## src/rtl/sevenseg_scan_driver_if.sv

```systemverilog
// sevenseg_scan_driver_if: value inputs and display-pin outputs of the scan driver
interface sevenseg_scan_driver_if;
  logic        load;
  logic [15:0] bcd_in;
  logic [3:0]  dp_in;
  logic        blank_lz;
  logic [3:0]  anode_n;
  logic [6:0]  seg_n;
  logic        dp_n;
  logic [1:0]  digit_idx;
  logic        frame_done;
  modport master (
    output load, bcd_in, dp_in, blank_lz,
    input  anode_n, seg_n, dp_n, digit_idx, frame_done
  );
  modport slave (
    input  load, bcd_in, dp_in, blank_lz,
    output anode_n, seg_n, dp_n, digit_idx, frame_done
  );
endinterface

```

## src/rtl/sevenseg_scan_driver.sv

```systemverilog
// sevenseg_scan_driver: double-buffered 4-digit multiplexed seven-segment scanner
module sevenseg_scan_driver #(
  parameter int SCAN_DIV  = 50000,
  parameter int BLANK_CYC = 1000
) (
  input logic                   clk,
  input logic                   rst_n,
  sevenseg_scan_driver_if.slave dsp_io
);
  localparam int CW = $clog2(SCAN_DIV);
  logic [CW-1:0] cnt_q, cnt_d;
  logic [1:0]    idx_q, idx_d;
  logic [15:0]   sh_bcd_q, sh_bcd_d, act_bcd_q, act_bcd_d;
  logic [3:0]    sh_dp_q, sh_dp_d, act_dp_q, act_dp_d;
  logic          pend_q, pend_d;
  logic [3:0]    anode_q, anode_d;
  logic [6:0]    seg_q, seg_d;
  logic          dp_q, dp_d;
  logic          fd_q, fd_d;
  logic          slot_end, boundary, blanked, show;
  logic [3:0]    nib;
  logic [15:0]   upper;
  function automatic logic [6:0] dec(input logic [3:0] n);
    case (n)
      4'd0:    dec = 7'b1000000;
      4'd1:    dec = 7'b1111001;
      4'd2:    dec = 7'b0100100;
      4'd3:    dec = 7'b0110000;
      4'd4:    dec = 7'b0011001;
      4'd5:    dec = 7'b0010010;
      4'd6:    dec = 7'b0000010;
      4'd7:    dec = 7'b1111000;
      4'd8:    dec = 7'b0000000;
      4'd9:    dec = 7'b0010000;
      default: dec = 7'b0111111;
    endcase
  endfunction
  // Next scan position, buffer transfer, and the outputs for the next cycle's scan position
  always_comb begin
    slot_end  = int'(cnt_q) == SCAN_DIV - 1;
    boundary  = slot_end && idx_q == 2'd3;
    cnt_d     = slot_end ? '0 : cnt_q + 1'b1;
    idx_d     = idx_q + {1'b0, slot_end};
    sh_bcd_d  = (dsp_io.load && !boundary) ? dsp_io.bcd_in : sh_bcd_q;
    sh_dp_d   = (dsp_io.load && !boundary) ? dsp_io.dp_in : sh_dp_q;
    pend_d    = boundary ? 1'b0 : (dsp_io.load | pend_q);
    act_bcd_d = !boundary ? act_bcd_q : dsp_io.load ? dsp_io.bcd_in : pend_q ? sh_bcd_q : act_bcd_q;
    act_dp_d  = !boundary ? act_dp_q : dsp_io.load ? dsp_io.dp_in : pend_q ? sh_dp_q : act_dp_q;
    nib       = act_bcd_d[{idx_d, 2'b00} +: 4];
    upper     = act_bcd_d >> {idx_d, 2'b00};
    blanked   = idx_d != 2'd0 && dsp_io.blank_lz && upper == 16'd0 && !act_dp_d[idx_d];
    show      = int'(cnt_d) >= BLANK_CYC && !blanked;
    anode_d   = show ? ~(4'b0001 << idx_d) : 4'hF;
    seg_d     = show ? dec(nib) : 7'h7F;
    dp_d      = show ? ~act_dp_d[idx_d] : 1'b1;
    fd_d      = boundary;
  end
  // State and registered outputs, synchronous active-low reset
  always_ff @(posedge clk) begin
    if (!rst_n) begin
      cnt_q     <= '0;
      idx_q     <= '0;
      sh_bcd_q  <= '0;
      sh_dp_q   <= '0;
      act_bcd_q <= '0;
      act_dp_q  <= '0;
      pend_q    <= 1'b0;
      anode_q   <= 4'hF;
      seg_q     <= 7'h7F;
      dp_q      <= 1'b1;
      fd_q      <= 1'b0;
    end else begin
      cnt_q     <= cnt_d;
      idx_q     <= idx_d;
      sh_bcd_q  <= sh_bcd_d;
      sh_dp_q   <= sh_dp_d;
      act_bcd_q <= act_bcd_d;
      act_dp_q  <= act_dp_d;
      pend_q    <= pend_d;
      anode_q   <= anode_d;
      seg_q     <= seg_d;
      dp_q      <= dp_d;
      fd_q      <= fd_d;
    end
  end
  assign dsp_io.anode_n    = anode_q;
  assign dsp_io.seg_n      = seg_q;
  assign dsp_io.dp_n       = dp_q;
  assign dsp_io.digit_idx  = idx_q;
  assign dsp_io.frame_done = fd_q;
endmodule

```

## src/flat_wrapper.sv

```systemverilog
// flat-port wrapper written by rule: the top's interface ports become plain ports
module sevenseg_scan_driver_flat 
#(
  parameter int SCAN_DIV  = 50000,
  parameter int BLANK_CYC = 1000
)
  (clk, rst_n, dsp_io_load, dsp_io_bcd_in, dsp_io_dp_in, dsp_io_blank_lz, dsp_io_anode_n, dsp_io_seg_n, dsp_io_dp_n, dsp_io_digit_idx, dsp_io_frame_done);
  sevenseg_scan_driver_if dsp_io_i ();
  input logic clk;
  input logic rst_n;
  input wire logic [$bits(dsp_io_i.load)-1:0] dsp_io_load;
  input wire logic [$bits(dsp_io_i.bcd_in)-1:0] dsp_io_bcd_in;
  input wire logic [$bits(dsp_io_i.dp_in)-1:0] dsp_io_dp_in;
  input wire logic [$bits(dsp_io_i.blank_lz)-1:0] dsp_io_blank_lz;
  output wire logic [$bits(dsp_io_i.anode_n)-1:0] dsp_io_anode_n;
  output wire logic [$bits(dsp_io_i.seg_n)-1:0] dsp_io_seg_n;
  output wire logic [$bits(dsp_io_i.dp_n)-1:0] dsp_io_dp_n;
  output wire logic [$bits(dsp_io_i.digit_idx)-1:0] dsp_io_digit_idx;
  output wire logic [$bits(dsp_io_i.frame_done)-1:0] dsp_io_frame_done;
  assign dsp_io_i.load = dsp_io_load;
  assign dsp_io_i.bcd_in = dsp_io_bcd_in;
  assign dsp_io_i.dp_in = dsp_io_dp_in;
  assign dsp_io_i.blank_lz = dsp_io_blank_lz;
  assign dsp_io_anode_n = dsp_io_i.anode_n;
  assign dsp_io_seg_n = dsp_io_i.seg_n;
  assign dsp_io_dp_n = dsp_io_i.dp_n;
  assign dsp_io_digit_idx = dsp_io_i.digit_idx;
  assign dsp_io_frame_done = dsp_io_i.frame_done;
  sevenseg_scan_driver #(.SCAN_DIV(SCAN_DIV), .BLANK_CYC(BLANK_CYC)) u_core (.clk(clk), .rst_n(rst_n), .dsp_io(dsp_io_i));
endmodule
```

## config.mk

```make
export PLATFORM = sky130hd
export DESIGN_NAME = sevenseg_scan_driver_flat
export DESIGN_NICKNAME = d
export VERILOG_FILES = /design/src/rtl/sevenseg_scan_driver_if.sv /design/src/rtl/sevenseg_scan_driver.sv /design/src/flat_wrapper.sv
export SDC_FILE = /design/constraint.sdc
export NUM_CORES = 1
export LEC_CHECK = 0
export CORE_MARGIN = 2
export CORE_UTILIZATION = 50
export DETAILED_ROUTE_END_ITERATION = 7
export GPL_TIMING_DRIVEN = 1
export PLACE_DENSITY_LB_ADDON = 0.05
export SLEW_MARGIN = 0
export SYNTH_ARGS = -nofsm -noshare
export SYNTH_HDL_FRONTEND = slang
export SYNTH_SLANG_ARGS = --single-unit
```

## constraint.sdc

```tcl
create_clock -name clk -period 4.65 [get_ports clk]
set_clock_uncertainty 0.2 [all_clocks]
set_input_delay 1.1625 -clock clk [delete_from_list [all_inputs] [get_ports clk]]
set_output_delay 1.1625 -clock clk [all_outputs]
set_load 0.02 [all_outputs]
```

* Word-level counts from Yosys, hierarchy flattened
Memories as Yosys holds them, arrays and structs flattened. A register that Yosys moved wholly into a read port is not among the register bits. Cells that the tools add are included.
Storage, ports and cells: flip-flop bits (word level) 65, bits in latches 0, memory bits (writable) 0, memory bits (read-only) 112, input bits 24, output and inout bits 15, word-level logic and storage cells 47, memories kept 1
Memory list:
- (no name shown) | depth 16, width 7, read ports 1, clocked after Yosys merged registers in 1, write ports 0, line sevenseg_scan_driver.sv:24 | case (n)
Cells by class: add/subtract/negate cells 2, multipliers 0, divide/modulo/power cells 0, magnitude comparators 2, equal/unequal tests 2, shifts and indexed selects 3, multiplexer cells 9, bitwise operators 4, reductions and logical operators 14
Operator list (count):
- two-way mux 16 bit | 4
- adder 16 x 1 -> 16 bit (second input constant) | 1
- equality test 16 x 15 -> 1 bit (second input constant) | 1
- >= comparator 16 x 10 -> 1 bit (second input constant) | 1
- logical NOT 16 bit | 1
- variable part select 16 x 5 -> 4 bit | 1
- >> shifter 16 x 4 -> 16 bit | 1
- two-way mux 4 bit | 3
- logical AND 1 bit | 6
- logical NOT 1 bit | 4
- inverter 4 bit | 1
- left shift 1 x 2 -> 4 bit (first input constant) | 1
- < comparator 2 x 3 -> 1 bit (second input constant) | 1
- adder 2 x 1 -> 2 bit | 1
- binary-select mux 1 bit (select 2 bit) | 1
- equality test 2 bit (second input constant) | 1
- inverter 1 bit | 2
- AND reduction 2 bit | 1
- nonzero test 2 bit | 1
- OR reduction 2 bit | 1
- two-way mux 1 bit | 1
- OR 1 bit | 1

* Depth between registers and ports, before layout
Gate-level depths: netlist of the first run.
depth after elaboration 11, gate-level depth with buffers 16, gate-level depth less buffers 13

* Worst setup path after synthesis of the first run
No wires, ideal clock.
path type input-to-reg, start in dsp_io_load, end reg u_core.anode_q[1] (netlist: u_core.dsp_io.anode_n[1]), setup time 0.147 ns, arrival time 3.392 ns, data required time 4.303 ns, path slack 0.911 ns, stages on the path 12, buffers on the path 4, path through buf_2 buf_1 clkbuf_1 o221a_1 mux2i_1 a221o_1 ha_1 nand3_1 a2111oi_2 a31oi_1 buf_2 nand3_1
Between the ends: cells in the longest elaborated chain, start to end 9, elaborated cells between the ends (all ways) 14, classes of those cells shift (1); mux (6); reduce/logical (7)
Ends and longest elaborated chain:
- start, declared | line flat_wrapper.sv:11 | input wire logic [$bits(dsp_io_i.load)-1:0] dsp_io_load;
- two-way mux 16 bit / two-way mux 4 bit (equally long branches) (2 in a row) | line sevenseg_scan_driver.sv:47, sevenseg_scan_driver.sv:48
- >> shifter 16 x 4 -> 16 bit / binary-select mux 1 bit (select 2 bit) (equally long branches) | line sevenseg_scan_driver.sv:50, sevenseg_scan_driver.sv:51
- logical NOT 16 bit / two-way mux 1 bit (equally long branches) | line sevenseg_scan_driver.sv:51 | blanked = idx_d != 2'd0 && dsp_io.blank_lz && upper == 16'd0 && !act_dp_d[idx_d];
- logical AND 1 bit / logical NOT 1 bit (equally long branches) | line sevenseg_scan_driver.sv:51
- logical AND 1 bit * | line sevenseg_scan_driver.sv:51
- logical NOT 1 bit * | line sevenseg_scan_driver.sv:52 | show = int'(cnt_d) >= BLANK_CYC && !blanked;
- logical AND 1 bit * | line sevenseg_scan_driver.sv:52
- AND reduction 2 bit (no source line) *
- end signal, assigned | line sevenseg_scan_driver.sv:80 | anode_q <= anode_d;
- end, declared | line sevenseg_scan_driver.sv:16 | logic [3:0] anode_q, anode_d;
Mark *: on every way between the ends. The rest lies on a longest branch, timed or not. The select of a mux whose other input is x is not followed. A chain may end at the register's enable or synchronous reset.

* Worst setup path after layout of the first run
start reg u_core.cnt_q[0], end reg u_core.seg_q[6] (netlist: u_core.dsp_io.seg_n[6])
Between the ends: cells in the longest elaborated chain, start to end 11, elaborated cells between the ends (all ways) 22, classes of those cells add/sub (2); order compare (1); eq/ne (1); shift (2); mux (5); reduce/logical (11)
Ends and longest elaborated chain:
- start, declared | line sevenseg_scan_driver.sv:11 | logic [CW-1:0] cnt_q, cnt_d;
- start signal, assigned | line sevenseg_scan_driver.sv:73 | cnt_q <= cnt_d;
- parallel branches: the longest is 11 deep, another holds adder 16 x 1 -> 16 bit
- end, declared | line sevenseg_scan_driver.sv:17 | logic [6:0] seg_q, seg_d;
Parallel ways; which one is timed is not known. The select of a mux whose other input is x is not followed.

==> flow_summary.yaml, run 1 <==
global_route:
  grt_pass1_vias: 3158
  grt_pass1_wl_mm: 15.24
  antenna_found_initial: 0
  grt_max_degree: 25
  grt.overflow.total: 0
  track_usage_pct: 23.15
detailed_routing:
  wl_met1_mm: 4.377
  met3WireLength_microns: 321
  firstDrtPassIters: 5
  highest_layer: "met4"
  drt_wl_total_mm: 8.966
  wl_per_cell_microns: 15.43
  vias: 3252
  drtIter0Drc: 134
  viasPerCell: 5.597
  drc: 0
  wl_met2_mm: 4.112
  ant_nets: 0
sta:
  max_clock_freq_ghz: 0.2448
  finalCritPeriodShare_pct: 87.85
  maxSlewHeadroom_pct: 45.13
  setup_tns_ps: 0
  grt_setup_unrepaired: "false"
  slew_violations: 0
  fin_crit_ps: 4085
  finalHoldViolCount: 0
  worst_pin_slew_ps: 817.9
  setup_viol: 0
hold_path:
  hold_class: "register to register"
  holdPathStages: 2
clocking:
  cts_sinks: 72
  numCtsBuffers: 9
  cts_setup_buffers: 0
  cts_max_level: 3
  ctsResizeCount: 0
  cts-root-buf: "clkbuf_8"
  clockBufferDepth: 2
  hold_buffers: 0
  cts_tree: "yes"
  path_clk_slew_ps: 80
  worstSkewPairLatency_ps: 350
logic_synthesis:
  yosys_warnings: 0
  synth_cells: 449
  async_reset_ff_share_pct: 0
  avgSynthCellArea_sq_um: 8.335
  yosysTopAreaCell: "dfxtp_1"
  synth_seq_cells: 72
  yosysSeqAreaShare_pct: 38.52
  synthesis.nets: 479
  synthTopCellsByCount: "dfxtp_1 (72), nand2_1 (58), nor2_1 (55)"
  synth_edf_count: 0
  yosysTopAreaCellShare_pct: 38.52
  synthTopCellsByArea: "dfxtp_1 (39%), nand2_1 (5.8%), nor2_1 (5.5%)"
  yosysUniqueCellTypes: 57
  synth.most_common_cell: "dfxtp_1"
  syn_area_sq_um: 3742
  synthFlopType: "dfxtp_1"
floorplan:
  start_util_pct: 51.60
  die_width_microns: 90.52
  rows: 31
  dieArea_sq_um: 8193
  ios: 39
  core_area_sq_um: 7253
  fp.dieH_microns: 90.52
critical_path:
  worst-r2r-cell-count: 12
  arrival_ps: 4080
  start_kind: "register"
  required_ps: 4650
  crit_fanout: 11
  critPathKind: "register to register"
  critPathCaptureType: "register"
finish:
  num_antenna_cells: 0
  finalNetCount: 507
  drive_above_1_share_pct: 9.959
  area_growth_pct: 17.92
  final_area_sq_um: 4413
  finalNonFillerCells: 581
pwr:
  ir_worst_vdd_mv: 0.1695
  power.density_nw_per_um2: 305.4
  leakage_nw: 1.663
run:
  cap_violations: 0
place:
  routabilityCongestion: 0.8608
  port_buffers: 38
  dp.cells: 565
  placed_area_sq_um: 4159
  dp_hpwl_mm: 6.259
status:
  status: "finished clean"
where the power goes:
group,switching (mW),internal (mW),leakage [nW],total [mW]
clock,0.239,0.385,0.126,0.624
combinational,0.0461,0.0409,0.953,0.0870
sequential,0.00817,0.628,0.585,0.637
total,0.294,1.05,1.66,1.35
critical path, stage by stage (launching register included):
cell and delay (ps):
dfxtp_1 340, ha_1 270, nand3_1 310, nor2_1 170, ha_1 250, xnor2_1 620, nor2_1 180, a221o_1 480
ha_1 260, nand3_1 90, a2111oi_2 40, a31oi_1 580, o21ai_1 140
per-layer routing:
layer / vias to the layer above / GRT usage (%)
li1: 1643 / -
met1: 1540 / 30.21
met2: 55 / 37.31
met3: 14 / 4.674
met4: 0 / 9.744
met5: - / 0
placed cells by master, fill, tap and decap left out, types with 3 or more instances in the layout:
| cell type | instances |
|---|---|
| nand3_1 | 11 |
| and2_1 | 8 |
| o21ai_0 | 11 |
| buf_4 | 13 |
| o221ai_1 | 7 |
| dfxtp_1 | 72 |
| a21oi_1 | 35 |
| nand2_1 | 58 |
| inv_1 | 12 |
| nor3_1 | 6 |
| and3_1 | 4 |
| clkbuf_8 | 11 |
| mux4_2 | 4 |
| clkdlybuf4s50_1 | 38 |
| a41oi_1 | 7 |
| mux2i_1 | 11 |
| o21ai_1 | 7 |
| xor2_1 | 5 |
| ha_1 | 6 |
| a21o_1 | 10 |
| nor2_1 | 55 |
| bufinv_16 | 3 |
| o211ai_1 | 3 |
| nor2b_1 | 4 |
| xnor2_1 | 10 |
| mux2_2 | 7 |
| nor4_1 | 8 |
| nand2b_1 | 8 |
| nand4_1 | 9 |
| a31oi_1 | 3 |
cell families after synthesis:
logic type | share of synthesized area [%]
adders and majority gates | 2.006
muxes | 7.757
DFF | 38.52
xor gates and xnor gates | 3.510
AOI/OAI and AO/OA | 17.42
buffers and inverters | 6.352
and+or+nand+nor | 24.44
state kept, by name, indices dropped and copies added, names as in the netlist:
| register | cells |
|---|---|
| u_core.pend_q | 1 |
| u_core.dsp_io.digit_idx | 2 |
| u_core.dsp_io.dp_n | 1 |
| u_core.sh_bcd_q | 16 |
| u_core.act_dp_q | 4 |
| u_core.cnt_q | 16 |
| u_core.dsp_io.frame_done | 1 |
| u_core.sh_dp_q | 4 |
| u_core.act_bcd_q | 16 |
| u_core.dsp_io.anode_n | 4 |
| u_core.dsp_io.seg_n | 7 |
path summary, 6_finish.rpt:
path                 startpoint                     end  slack, ps
min          u_core.sh_bcd_q[6]      u_core.sh_bcd_q[6]        260
min reg2reg  u_core.sh_bcd_q[6]      u_core.sh_bcd_q[6]        260
max reg2reg     u_core.cnt_q[0]  u_core.dsp_io.seg_n[6]        560
max             u_core.cnt_q[0]  u_core.dsp_io.seg_n[6]        560
through the flow:
stage	power [mW]	setup slack (ps)	hold WS, ps	util (%)
2_1_floorplan	0.6980	910.7	233.8	-
3_3_place_gp	0.7364	335.9	242.3	57.34
3_5_place_dp	0.7370	254.7	248.9	57.34
4_1_cts	1.359	490.0	260.0	60.84
5_1_grt	1.396	36.03	282.5	60.84
6_report	1.348	564.9	258.3	60.84
area by class of cell:
| class | count | area [sq um] |
|---|---|---|
| tap | 99 | 123.9 |
| multi-input combinational | 329 | 2063 |
| clock buffer | 11 | 151.4 |
| inverter | 14 | 52.55 |
| clock inverter | 5 | 102.6 |
| timing repair buffer | 51 | 478.0 |
| sequential | 72 | 1441 |
| fill | 697 | 2840 |
Note: power is estimated with default switching activity, not from simulation.
==> inputs of run 2 (changes only) <==
ABC_CLOCK_PERIOD_IN_PS = 4650   (was not set)
CORE_ASPECT_RATIO = 0.8   (was not set)
SLEW_MARGIN = 20   (was 0)
==> run 2 against run 1 <==
Global-route usage is 0.96 points higher. Core utilization is 0.52 points lower. Register-to-register slack got worse by 30 ps. Clock-buffer cell count unchanged. First-iteration DRC count up 110%. Routed wire length increased by 2.3%. Largest cell class unchanged. Sequential power is essentially flat. Non-clock buffer count up 2. Combinational power is 2% lower. Via count is 1.5% higher.
==> flow_summary.yaml, run 2 (synthesis results as in run 1) <==
status:
  status: "finished clean"
detailed_routing:
  drc: 0
  drtIter0Drc: 279
  ant_nets: 0
  firstDrtPassIters: 5
  wl_per_cell_microns: 15.98
  vias: 3302
  drt_wl_total_mm: 9.174
  viasPerCell: 5.753
clocking:
  cts-root-buf: "clkbuf_8"
  numCtsBuffers: 9
  worstSkewPairLatency_ps: 360
  cts_tree: "yes"
  path_clk_slew_ps: 80
  hold_buffers: 0
  cts_max_level: 3
  cts_sinks: 72
  clockBufferDepth: 2
  cts_setup_buffers: 0
  ctsResizeCount: 0
floorplan:
  rows: 28
  ios: 39
  start_util_pct: 51.11
  fp.dieH_microns: 81.38
  die_width_microns: 100.7
  core_area_sq_um: 7322
  dieArea_sq_um: 8197
pwr:
  leakage_nw: 1.673
  ir_worst_vdd_mv: 0.2114
  power.density_nw_per_um2: 306.2
sta:
  maxSlewHeadroom_pct: 43.37
  max_clock_freq_ghz: 0.2431
  fin_crit_ps: 4113
  layout_setup_ws_ps: 536.5
  setup_viol: 0
  worst_pin_slew_ps: 847.4
  setup_tns_ps: 0
  grt_setup_unrepaired: "false"
  finalHoldViolCount: 0
  whs_ps: 255.1
  slew_violations: 0
  finalCritPeriodShare_pct: 88.46
finish:
  layout_commonest_cell: "dfxtp_1"
  final_cell_mix: "dfxtp_1 (72), nand2_1 (58), nor2_1 (55)"
  area_growth_pct: 18.02
  n_fill_cell: 648
  drive_above_1_share_pct: 10.33
  reg_top3: "u_core.act_bcd_q (16), u_core.cnt_q (16), u_core.sh_bcd_q (16)"
  final_util_pct: 60.32
  finalNetCount: 509
  num_antenna_cells: 0
critical_path:
  crit_fanout: 11
  arrival_ps: 4120
  rr_startpoint: "u_core.cnt_q[0]"
  critPathCaptureType: "register"
  required_ps: 4650
  crit_start: "u_core.cnt_q[0]"
  start_kind: "register"
  critPathKind: "register to register"
global_route:
  grt_pass1_vias: 3047
  grt_pass1_wl_mm: 15.40
  track_usage_pct: 24.10
  grt_max_degree: 30
  grt.overflow.total: 0
  antenna_found_initial: 0
place:
  dp_hpwl_mm: 6.395
  routabilityCongestion: 0.8716
  dp_slack_ps: 270.5
  port_buffers: 38
run:
  cap_violations: 0
hold_path:
  hold_class: "register to register"
  worstHoldStart: "u_core.sh_dp_q[1]"
## run 2: changes by cell type in the layout (fill, tap and decap cells not counted), sizes merged
cell	previous run	this run
buf	13	15
## run 2: final timing paths
check / slack, ps / endpoint / cells past startpoint
max: 540 / u_core.dsp_io.anode_n[1] / 14
min: 260 / u_core.sh_dp_q[1] / 2
max reg2reg: 540 / u_core.dsp_io.anode_n[1] / 14
min reg2reg: 260 / u_core.sh_dp_q[1] / 2
## run 2: where the power goes
group          internal [mW]  switching [mW]
clock                  0.385           0.243
sequential             0.628          0.0114
combinational         0.0407          0.0443
## run 2: stage by stage
step | std cells | area (sq um) | power [mW]
5_1_grt | 574 | 4417 | 1.397
3_3_place_gp | 558 | 4163 | 0.7370
2_1_floorplan | 449 | 3742 | 0.6980
3_5_place_dp | 558 | 4163 | 0.7380
6_report | 574 | 4417 | 1.352
4_1_cts | 574 | 4417 | 1.359
## run 2: layer usage
layer	GRT usage, %	up-vias	part of all wire (%)
met5	0	-	0
met4	7.534	0	2.0
met3	6.454	16	6.5
met2	35.13	104	42
met1	34.58	1540	49
li1	-	1642	-
## run 2: layout make-up
class                           count  area [sq um]  share of cell area (%)
Sequential cell                    72          1441                   32.63
Tap cell                           90         112.6                   2.550
Multi-Input combinational cell    329          2063                   46.71
Inverter                           14         52.55                   1.190
Clock inverter                      5         102.6                   2.323
Timing Repair Buffer               53         493.0                   11.16
Clock buffer                       11         151.4                   3.428
## run 2: worst max-delay path: stages (launching register included)
cell and delay [ps]:
dfxtp_1 390, ha_1 260, nand3_1 330, nor2_1 380, ha_1 270, xor2_1 160, buf_4 220, nor2_1 70
and2_1 160, a221o_1 330, ha_1 250, nand3_1 100, a2111oi_2 50, a31oi_1 600, nand3_1 180
==> RTL change (settings of run 2) <==
Make the reset (`rst_n`) asynchronous in one clocked block. Comments in the files are not updated.
--- a/src/rtl/sevenseg_scan_driver.sv
+++ b/src/rtl/sevenseg_scan_driver.sv
@@ -56,7 +56,7 @@
     fd_d      = boundary;
   end
   // State and registered outputs, synchronous active-low reset
-  always_ff @(posedge clk) begin
+  always_ff @(posedge clk or negedge rst_n) begin
     if (!rst_n) begin
       cnt_q     <= '0;
       idx_q     <= '0;
Function: no difference found for any inputs over 10 cycles, from zero or initial values and one cycle with rst_n low; that may be too few to reach the edited logic, so the function may still have changed.
==> RTL change against run 2 <==
  * Area after synthesis down 2.4%
  * Utilization up 1.6 points
  * Routed wire length down 8.9%
  * Non-clock buffer count down 9
  * Final area down 1.9%
  * Total power down 2.8%
  * Setup slack worse by 0.0052 ns
  * Die area down 2.3%
  * Count of clock-buffer cells in the layout up 2
  * Clock power down 12%
  * Critical path type is now primary input to register
  * Sequential cell count unchanged
==> RTL change: results (changes against run 2) <==
final_layout:
  antenna_cells: 0  # unchanged
  layoutNonFillerInstCount: 481  # was 574
  nets: 420  # was 509
  layout-drive-gt1-share: 0.173  # was 0.103
  fillerInstances: 588  # was 648
place:
  portbufs: 38  # unchanged
  place_area_um2: 4110  # was 4160 µm²
  gpl.final_weighted_congestion: 0.929  # was 0.872
  hpwl_after_detailed_placement_mm: 5.98  # was 6.40 mm
  dp.cells: 465  # was 558
detailed_routing:
  drt-initial-drc-count: 140  # was 279
  post_drt_wl_per_cell_um: 17.4  # was 16.0 µm
  post_drt_via_cell_ratio: 5.91  # was 5.75
  drt_first_pass_iters: 4  # was 5
clock_network:
  cts_htree_levels: 3  # unchanged
  cts-root-to-sink-buffers: 2  # unchanged
  worst_skew_pair.late_latency_ns: 0.35
  clkTransAtPathRegs_ns: 0.07
  clock_tree.root_cell: "clkbuf_8"  # unchanged
synth:
  synth-async-reset-ratio: 1.00  # was 0
  yosys-top-cells-area: "dfrtp_1 41%, dfstp_2 8.6%, mux2_2 5.9%, o22ai_1 3.9%, nor2_1 3.4%"  # was dfxtp_1 39%, nand2_1 5.8%, nor2_1 5.5%, a21oi_1 4.7%, mux2i_1 2.9%
  synthesis.nets: 382  # was 479
  syn_avg_cell_area_um2: 10.4  # was 8.33 µm²
  yosysSeqAreaShare: 0.497  # was 0.385
  synth.distinct_cells: 58  # was 57
  yosys-top-cells-count: "60 x dfrtp_1, 33 x nor2_1, 23 x nand3_1, 23 x o22ai_1, 22 x nand2_1"  # was 72 x dfxtp_1, 58 x nand2_1, 55 x nor2_1
worst_setup_path:
  timing.critical_path.arrival_ns: 4.19  # was 4.12 ns
  r2r_setup_slack_ns: 0.57  # was 0.54 ns
  worst_r2r_startpoint: "u_core.cnt_q[7]$_DFF_PN0_"  # was u_core.cnt_q[0]$_SDFF_PN0_
  critPathMaxFanout: 16  # was 11
  critPathLaunch: "dsp_io_load"  # was u_core.cnt_q[0]$_SDFF_PN0_
power:
  power.leakage_nw: 1.80  # was 1.67 nW
  irDropWorstVdd_mv: 0.161  # was 0.211 mV
min_path:
  min-delay-start: "u_core.act_bcd_q[3]$_DFF_PN0_"  # was u_core.sh_dp_q[1]$_SDFFE_PN0P_
  hold_path.class: "register to register"  # unchanged
grt:
  globalRouteMet2Util: 0.318  # was 0.351
  global_route_met1_utilization: 0.340  # was 0.346
  grt_start_max_net_pins: 40  # was 30
  grt_pass1_vias: 2717  # was 3047
  grt_use_met3: 0.0853  # was 0.0645
  grt.total_usage: 0.232  # was 0.241
  first_pass_grt_wire_length_mm: 14.1  # was 15.4 mm
status:
  status: "complete, no violations"  # unchanged
timing:
  headroom_to_the_max_slew_limit: 0.395  # was 0.434
RTL change: changes by cell type after synthesis, sizes merged, moves of 7 or more:
cell	change
dfrtp	+60
nand3	+10
o22ai	+23
a21oi	-27
o21a	+10
a41oi	-7
nor4	-7
nor2	-22
nand2	-36
dfstp	+12
mux2	+11
dfxtp	-72
buf	-11
o221ai	-8
RTL change: final cells by class:
class                           instances  area share
Clock buffer                           13      0.0367
Clock inverter                          3      0.0150
Inverter                               11     0.00953
Multi-Input combinational cell        251       0.397
Sequential cell                        72       0.419
Tap cell                               87      0.0251
Timing Repair Buffer                   44      0.0970
RTL change: logic make-up after synthesis:
kind of cell / after synthesis / synth area share
AND/OR/NAND/NOR: 121 / 0.176
AO/OA/AOI/OAI: 86 / 0.163
XOR/XNOR: 12 / 0.0288
flip-flops: 72 / 0.497
adder cells (fa/ha/maj): 7 / 0.0240
multiplexers: 25 / 0.0785
buffers and inverters: 28 / 0.0325
RTL change: layer usage:
| metal | vias to the layer above | part of all wire |
|---|---|---|
| met2 | 88 | 0.42 |
| li1 | 1368 | - |
| met5 | - | 0 |
| met4 | 0 | 0.013 |
| met3 | 9 | 0.071 |
| met1 | 1380 | 0.50 |
RTL change: repair_timing:
action / CTS / global route
endpoints found under the setup margin: 0 / 9
resized for setup: 0 / 1
buffers inserted: 0 / 0
RTL change: worst paths after layout:
kind,depth (start not counted),endpoint
worst min register to register,1,u_core.act_bcd_q[3]$_DFF_PN0_
worst max-delay path,9,u_core.dsp_io.seg_n[2]$_DFF_PN1_
worst max register to register,15,u_core.dsp_io.seg_n[2]$_DFF_PN1_
max in group asynchronous,2,u_core.sh_bcd_q[2]$_DFFE_PN0P_
worst min-delay path,1,u_core.act_bcd_q[3]$_DFF_PN0_
min in group asynchronous,1,u_core.cnt_q[11]$_DFF_PN0_
RTL change: through the flow:
stage	setup slack [ns]	utilization	hold slack [ns]	total power, mW
4_1_cts	0.315	0.620	0.301	1.33
5_1_grt	0.204	0.620	0.314	1.36
3_3_place_gp	0.248	0.588	0.277	0.769
2_1_floorplan	0.377	-	0.251	0.722
6_report	0.531	0.620	0.296	1.31
3_5_place_dp	0.172	0.588	0.284	0.770
RTL change: report_power, final:
group / internal, mW / switching, mW / total, mW
Clock: 0.331 / 0.224 / 0.555
Sequential: 0.651 / 0.0107 / 0.662
Combinational: 0.0489 / 0.0478 / 0.0968
Total: 1.03 / 0.283 / 1.31
RTL change: critical path, stage by stage:
cell and delay, ns:
clkdlybuf4s50_1 0.51, nand2b_1 0.51, o22ai_1 0.31, nand3_1 0.15, and2_1 0.21, o41ai_1 0.46
nand3_1 0.13, o41a_1 0.57, o211ai_1 0.16
